<file path="src/rtl/seq_divider.sv">
// Multi-cycle restoring divider: one subtract/compare step per cycle,
// signed operands handled as magnitudes with a final sign-fix cycle.
// Divide-by-zero and signed MIN/-1 bypass the iteration entirely.
module seq_divider #(
    parameter int WIDTH = 16
) (
    input  logic             clk,
    input  logic             rst,
    input  logic             start,
    input  logic             signed_op,
    input  logic [WIDTH-1:0] dividend,
    input  logic [WIDTH-1:0] divisor,
    output logic             busy,
    output logic             done,
    output logic [WIDTH-1:0] quotient,
    output logic [WIDTH-1:0] remainder,
    output logic             div_by_zero,
    output logic             Ovfl
);

    localparam int CW = $clog2(WIDTH) + 1;
    localparam logic [WIDTH-1:0] MIN_VAL = {1'b1, {(WIDTH-1){1'b0}}};
    localparam logic [CW-1:0] LAST_STEP = CW'(WIDTH - 1);

    typedef enum logic [1:0] {
        S_IDLE,
        S_CALC,
        S_FIX,
        S_DONE
    } state_t;

    state_t state_reg, state_next;

    // Iteration state: partial remainder, shifting dividend/quotient, divisor magnitude
    logic [WIDTH-1:0] rem_reg;
    logic [WIDTH-1:0] quo_reg;
    logic [WIDTH-1:0] dvs_reg;
    logic [CW-1:0]    count_reg;
    logic             q_neg_reg;
    logic             r_neg_reg;

    // Visible results, only touched on accept, in FIX, or on reset
    logic [WIDTH-1:0] quotient_reg;
    logic [WIDTH-1:0] remainder_reg;
    logic             dbz_reg;
    logic             ovfl_reg;

    // Operand decode at the start cycle
    logic             dvd_neg, dvs_neg;
    logic [WIDTH-1:0] dvd_mag, dvs_mag;
    logic             dvs_zero, signed_ovf;

    assign dvd_neg    = signed_op & dividend[WIDTH-1];
    assign dvs_neg    = signed_op & divisor[WIDTH-1];
    // Negating MIN yields MIN, which read as unsigned is exactly its magnitude
    assign dvd_mag    = dvd_neg ? -dividend : dividend;
    assign dvs_mag    = dvs_neg ? -divisor : divisor;
    assign dvs_zero   = (divisor == '0);
    assign signed_ovf = signed_op && (dividend == MIN_VAL) && (divisor == '1);

    // One restoring step. The shifted remainder needs WIDTH+1 bits so that
    // unsigned divisors with the MSB set compare correctly; when the trial
    // succeeds the difference is below the divisor and fits in WIDTH bits.
    logic [WIDTH:0]   shifted;
    logic             trial_ok;
    logic [WIDTH-1:0] diff;
    logic [WIDTH-1:0] rem_step;
    logic [WIDTH-1:0] quo_step;

    assign shifted  = {rem_reg, quo_reg[WIDTH-1]};
    assign trial_ok = (shifted >= {1'b0, dvs_reg});
    assign diff     = shifted[WIDTH-1:0] - dvs_reg;
    assign rem_step = trial_ok ? diff : shifted[WIDTH-1:0];
    assign quo_step = {quo_reg[WIDTH-2:0], trial_ok};

    // Sign correction applied in FIX
    logic [WIDTH-1:0] q_fix, r_fix;
    assign q_fix = q_neg_reg ? -quo_reg : quo_reg;
    assign r_fix = r_neg_reg ? -rem_reg : rem_reg;

    // State register
    always_ff @(posedge clk) begin
        if (rst) begin
            state_reg <= S_IDLE;
        end else begin
            state_reg <= state_next;
        end
    end

    // Next-state logic; start is only honoured in IDLE
    always_comb begin
        state_next = state_reg;
        case (state_reg)
            S_IDLE: begin
                if (start) begin
                    if (dvs_zero || signed_ovf) begin
                        state_next = S_DONE;
                    end else begin
                        state_next = S_CALC;
                    end
                end
            end
            S_CALC: begin
                if (count_reg == LAST_STEP) begin
                    state_next = S_FIX;
                end
            end
            S_FIX:   state_next = S_DONE;
            S_DONE:  state_next = S_IDLE;
            default: state_next = S_IDLE;
        endcase
    end

    // Datapath and result registers
    always_ff @(posedge clk) begin
        if (rst) begin
            rem_reg       <= '0;
            quo_reg       <= '0;
            dvs_reg       <= '0;
            count_reg     <= '0;
            q_neg_reg     <= 1'b0;
            r_neg_reg     <= 1'b0;
            quotient_reg  <= '0;
            remainder_reg <= '0;
            dbz_reg       <= 1'b0;
            ovfl_reg      <= 1'b0;
        end else begin
            case (state_reg)
                S_IDLE: begin
                    if (start) begin
                        dbz_reg  <= 1'b0;
                        ovfl_reg <= 1'b0;
                        if (dvs_zero) begin
                            quotient_reg  <= '1;
                            remainder_reg <= dividend;
                            dbz_reg       <= 1'b1;
                        end else if (signed_ovf) begin
                            quotient_reg  <= MIN_VAL;
                            remainder_reg <= '0;
                            ovfl_reg      <= 1'b1;
                        end else begin
                            rem_reg   <= '0;
                            quo_reg   <= dvd_mag;
                            dvs_reg   <= dvs_mag;
                            count_reg <= '0;
                            q_neg_reg <= dvd_neg ^ dvs_neg;
                            r_neg_reg <= dvd_neg;
                        end
                    end
                end
                S_CALC: begin
                    rem_reg   <= rem_step;
                    quo_reg   <= quo_step;
                    count_reg <= count_reg + CW'(1);
                end
                S_FIX: begin
                    quotient_reg  <= q_fix;
                    remainder_reg <= r_fix;
                end
                default: ;
            endcase
        end
    end

    assign busy        = (state_reg != S_IDLE);
    assign done        = (state_reg == S_DONE);
    assign quotient    = quotient_reg;
    assign remainder   = remainder_reg;
    assign div_by_zero = dbz_reg;
    assign Ovfl        = ovfl_reg;

endmodule

</file>
<file path="config.mk">
export PLATFORM = sky130hd
export DESIGN_NAME = seq_divider
export DESIGN_NICKNAME = d
export VERILOG_FILES = /design/src/rtl/seq_divider.sv
export SDC_FILE = /design/constraint.sdc
export NUM_CORES = 1
export LEC_CHECK = 0
export ABC_AREA = 1
export CORE_ASPECT_RATIO = 0.5
export CORE_UTILIZATION = 58
export CTS_CLUSTER_DIAMETER = 100
export CTS_CLUSTER_SIZE = 8
export DETAILED_ROUTE_END_ITERATION = 16
export HOLD_SLACK_MARGIN = 0.03
export PLACE_DENSITY_LB_ADDON = 0.05
export SYNTH_ARGS = -nofsm -noshare
export SYNTH_HDL_FRONTEND = slang
export SYNTH_SLANG_ARGS = --single-unit
</file>
<file path="constraint.sdc">
create_clock -name clk -period 2.4 [get_ports clk]
set_input_delay 0.48 -clock clk [delete_from_list [all_inputs] [get_ports clk]]
set_output_delay 0.48 -clock clk [all_outputs]
set_load 0.005 [all_outputs]
</file>
# After elaboration in Yosys (flattened, before gate mapping)
# Cells that the tools add are included.
# op_classes
bitwise	5
n_reduce_logical	13
muxes	32
n_lt_le_gt_ge	1
addsub	6
eq_ne	11
# ops
operator	count
16-bit two-way mux	17
16-bit case mux with 2 select lines	4
16-bit negation	4
16-bit == test (second input constant)	2
17-bit by 16-bit greater-or-equal comparator with 1-bit output	1
16-bit zero test	1
16-bit subtractor	1
5-bit two-way mux	3
5-bit case mux with 2 select lines	1
2-bit != test (second input constant)	4
2-bit case mux with 4 select lines	1
4-bit AND reduction	2
2-bit two-way mux	3
2-bit nonzero test	3
5-bit by 1-bit adder with 5-bit output (second input constant)	1
5-bit by 4-bit == test with 1-bit output (second input constant)	1
2-bit == test (second input constant)	2
2-bit AND reduction	2
1-bit two-way mux	3
3-bit != test (second input constant)	1
3-bit AND reduction	1
1-bit bitwise AND	2
2-bit by 1-bit == test with 1-bit output (second input constant)	1
1-bit logical AND	2
other kinds (4)	5
# word_totals
ff_bits	91
input_bits	36

# Logic depth before layout (Yosys ltp)
# depth
word_depth	7
ltp_mapped	15
ltp_nobuf	15

# Worst setup path before layout
# OpenSTA, ideal clock, no wires.
# synth_path
kind	input to register
startpoint	in dividend[1]
endpoint	reg quotient_reg[10], in the netlist quotient[10]
arrival_ns	1.779
n_path_buf	1
required_time_ns	2.281
setup_slack_ns	0.501
cell_stages	12
cell_sequence	inv_1 > ha_1 > nand3_1 > nor3_1 > nand2_1 > nand2_1 > nand2_1 > o21ai_2 > nand2_1 > inv_2 > buf_4 > a21oi_1
# synth_via
elab_chain_len	5
# synth_rtl
item	line_no	source
start: declaration	11	input logic [WIDTH-1:0] dividend,
16-bit == test	59	assign signed_ovf = signed_op && (dividend == MIN_VAL) && (divisor == '1);
1-bit logical AND (2 in series)	59	
3-bit != test (no line)	n/a	
3-bit AND reduction (no line)	n/a	
end signal: assignment	157	quotient_reg <= q_fix;
end: declaration	43	logic [WIDTH-1:0] quotient_reg;
# No other way between the ends.
# A chain may end at the register's enable or synchronous reset.

# Worst setup path after layout
# layout_path
startpoint	reg state_reg[0]
endpoint	out busy
# layout_via
elab_chain_len	1
# layout_rtl
item	line_no	source
start: declaration	32	state_t state_reg, state_next;
start signal: assignment	86	state_reg <= state_next;
2-bit nonzero test	165	assign busy = (state_reg != S_IDLE);
end: declaration	13	output logic busy,
# No other way between the ends.

==> results.yml <==
global_route:
  global_route.usage.total_pct: 34.1
  grt-ovfl-total: 0
  grt_first_pass_wirelength_um: 31200
  grt_pass1_vias: 6600
  grt_start_max_net_pins: 32
  antenna_found_initial: 0
pwr:
  irDropWorstVdd_v: 0.000677
  fin_total_pwr_mw: 9.46
  powerDensity_nw_per_um2: 1170
  power.leakage_nw: 3.67
timing:
  setup_slack_ns: 0.0759
  worst_pin_slew_ns: 0.681
  setup-violations-final: 0
  fin_worst_skew_ns: 0.0119
  drv_slew: 0
  rsz0062_at_grt: "false"
  period_needed_ns: 2.32
  timing.slew.headroom_pct: 54.6
  hold_violations: 0
  fmax_mhz: 430
  final.period_utilization_pct: 96.8
critical_path:
  cp.arrival_ns: 1.84
  required_ns: 1.92
  cp_top_family: "buffers and inverters"
  end_kind: "output pin"
  slowest_delay_ns: 0.53
  critical_path_buf_inv_count: 3
  cp_common_cell: "inv_1"
  cp_num_cells: 4
  crit_chain: "inv_1 -> ha_1 -> inv_1 -> clkdlybuf4s50_1"
  crit_type: "reg -> out"
  reg2regPathDepth: 12
  cp_slowest_cell: "clkdlybuf4s50_1"
  start_kind: "flop"
  critPathMaxFanout: 4
synthesis:
  syn_area_per_cell_um2: 6.14
  netlist_instances: 1047
  synth_cell_types: 42
  synth-seq-cells: 91
  ys.warnings.count: 0
  synth_top_area_cell: "dfxtp_1"
  post_synth_most_frequent_cells: "nand2_1, inv_1, nor2_1"
  synth-edff-count: 0
  syn_area_um2: 6430
  synth_ff_type: "dfxtp_1"
  ys_async_sr_fraction_pct: 0
  netlist.area_leader.share_pct: 28.3
  syn_nets: 1112
  ys_seq_area_share_pct: 28.3
  yosys.cell_count.top_type: "nand2_1"
  synth_area_leaders: "dfxtp_1, nand2_1, o21ai_0"
placed_design:
  io_buffer_count: 71
  placed_area_um2: 7650
  place_ws_ns: -0.297
  dp.cells: 1286
  post-dp-hpwl_um: 14700
  finalWeightedCongestion: 0.952
layout:
  n_antenna_cell: 0
  post-route-util_pct: 77.0
  stdcell_count: 1305
  design_area_um2: 8070
  fill_cells: 831
  area_growth_pct: 25.6
  fin_nets: 1225
  drive_above_1_share_pct: 9.87
route:
  firstDrtPassIters: 9
  vias_per_cell: 5.58
  vias: 7284
  routed_wl_um: 19500
  detail-route-antenna-nets: 0
  first_iter_violations: 842
  drc: 0
  wl_per_cell_um: 15.0
cts:
  clk_pin_slew_ns: 0.07
  cts_tree: "done"
  worstSkewPairLatency_ns: 0.35
  ctsHoldBuffers: 0
  cts_sinks: 91
  cts.path.max_buffers: 2
  cts_root_buf: "clkbuf_16"
  cts_max_level: 3
  cts_buffers: 9
floorplan:
  io_pins: 72
  fp.coreArea_um2: 10500
  die_y_um: 76.4
  start_util_pct: 61.3
  dieArea_um2: 11500
  fp.dieW_um: 151
  rows: 26
worst_hold_path:
  hold_depth: 2
  min_path_type: "reg -> reg"
run_status:
  status: "completed"
run:
  drv_cap: 0
## path summary, 6_finish.rpt
path	endpoint	slack (ns)	start
setup / recovery	busy	0.08	state_reg[0]$_SDFFE_PP0P_
hold / removal	dvs_reg[2]$_SDFFE_PP0P_	0.46	dvs_reg[2]$_SDFFE_PP0P_
setup reg to reg	rem_reg[6]$_SDFFE_PP0P_	0.18	quo_reg[15]$_SDFFE_PP0P_
hold reg to reg	dvs_reg[2]$_SDFFE_PP0P_	0.46	dvs_reg[2]$_SDFFE_PP0P_
## cell type report
cell class	count	area [µm²]	area share [%]
Clock buffer	10	229	2.84
Tap cell	140	175	2.17
Inverter	133	504	6.25
Timing Repair Buffer	141	1330	16.5
Sequential cell	91	1820	22.6
Multi-Input combinational cell	784	3940	48.8
Clock inverter	6	73.8	0.915
## per-layer routing
metal	track usage, %	vias up	part of all wire [%]
li1	-	3635	-
met1	47.3	3236	43
met2	54.2	357	44
met3	6.29	56	10
met4	8.20	0	2.5
met5	0	-	0
## cell usage in the layout (no fill, tap or decap), types with 4 or more instances in the layout
cell type        count
nand2_1            256
or2_2                5
ha_1                28
xor2_1              17
nand3b_1             4
o22ai_1              4
clkbuf_16           11
o21ai_0            109
dfxtp_1             91
buf_4               63
clkdlybuf4s50_1     71
nand3_2              4
nand4_1              9
nand3_1             84
xnor2_1              8
inv_2                6
nor2_1             116
buf_12               4
nor3_1              12
inv_1              123
a21oi_1             93
## cell families (layout without fill, tap and decap cells)
logic type / Yosys count / after routing / synth area share (%)
simple gates: 507 / 507 / 33.5
fa+ha+maj: 29 / 29 / 5.76
flops: 91 / 91 / 28.3
buf+inv: 172 / 290 / 10.9
xor+xnor: 25 / 25 / 3.41
compound gates: 223 / 223 / 18.1
## power by group
part           leakage (nW)  switching, mW  internal (mW)
clock network         0.141          0.638          0.821
logic                  2.79           3.52           2.14
registers             0.743          0.413           1.93
total                  3.67           4.57           4.89
## repair_timing
item,in CTS,in global routing
setup endpoints to repair,0,69
buffers inserted,0,1
endpoints found under the hold margin,0,0
resized for setup,0,15
## through the flow
stage	hold WS, ns	TNS, ns
finish	0.460	0
global route	0.493	0
CTS	0.460	0
detailed placement	0.451	-16.15
global placement	0.445	-12.03
floorplan	0.433	0
## worst reg2reg max path, delay by kind of cell (launching register included)
family / cells / cell delay (ns)
xor gates and xnor gates: 1 / 0.27
AOI/OAI and AO/OA: 1 / 0.06
and+or+nand+nor: 6 / 0.61
buffers and inverters: 2 / 0.20
DFF: 1 / 0.37
adders and majority gates: 2 / 0.57
(Power assumes the default switching activity.)
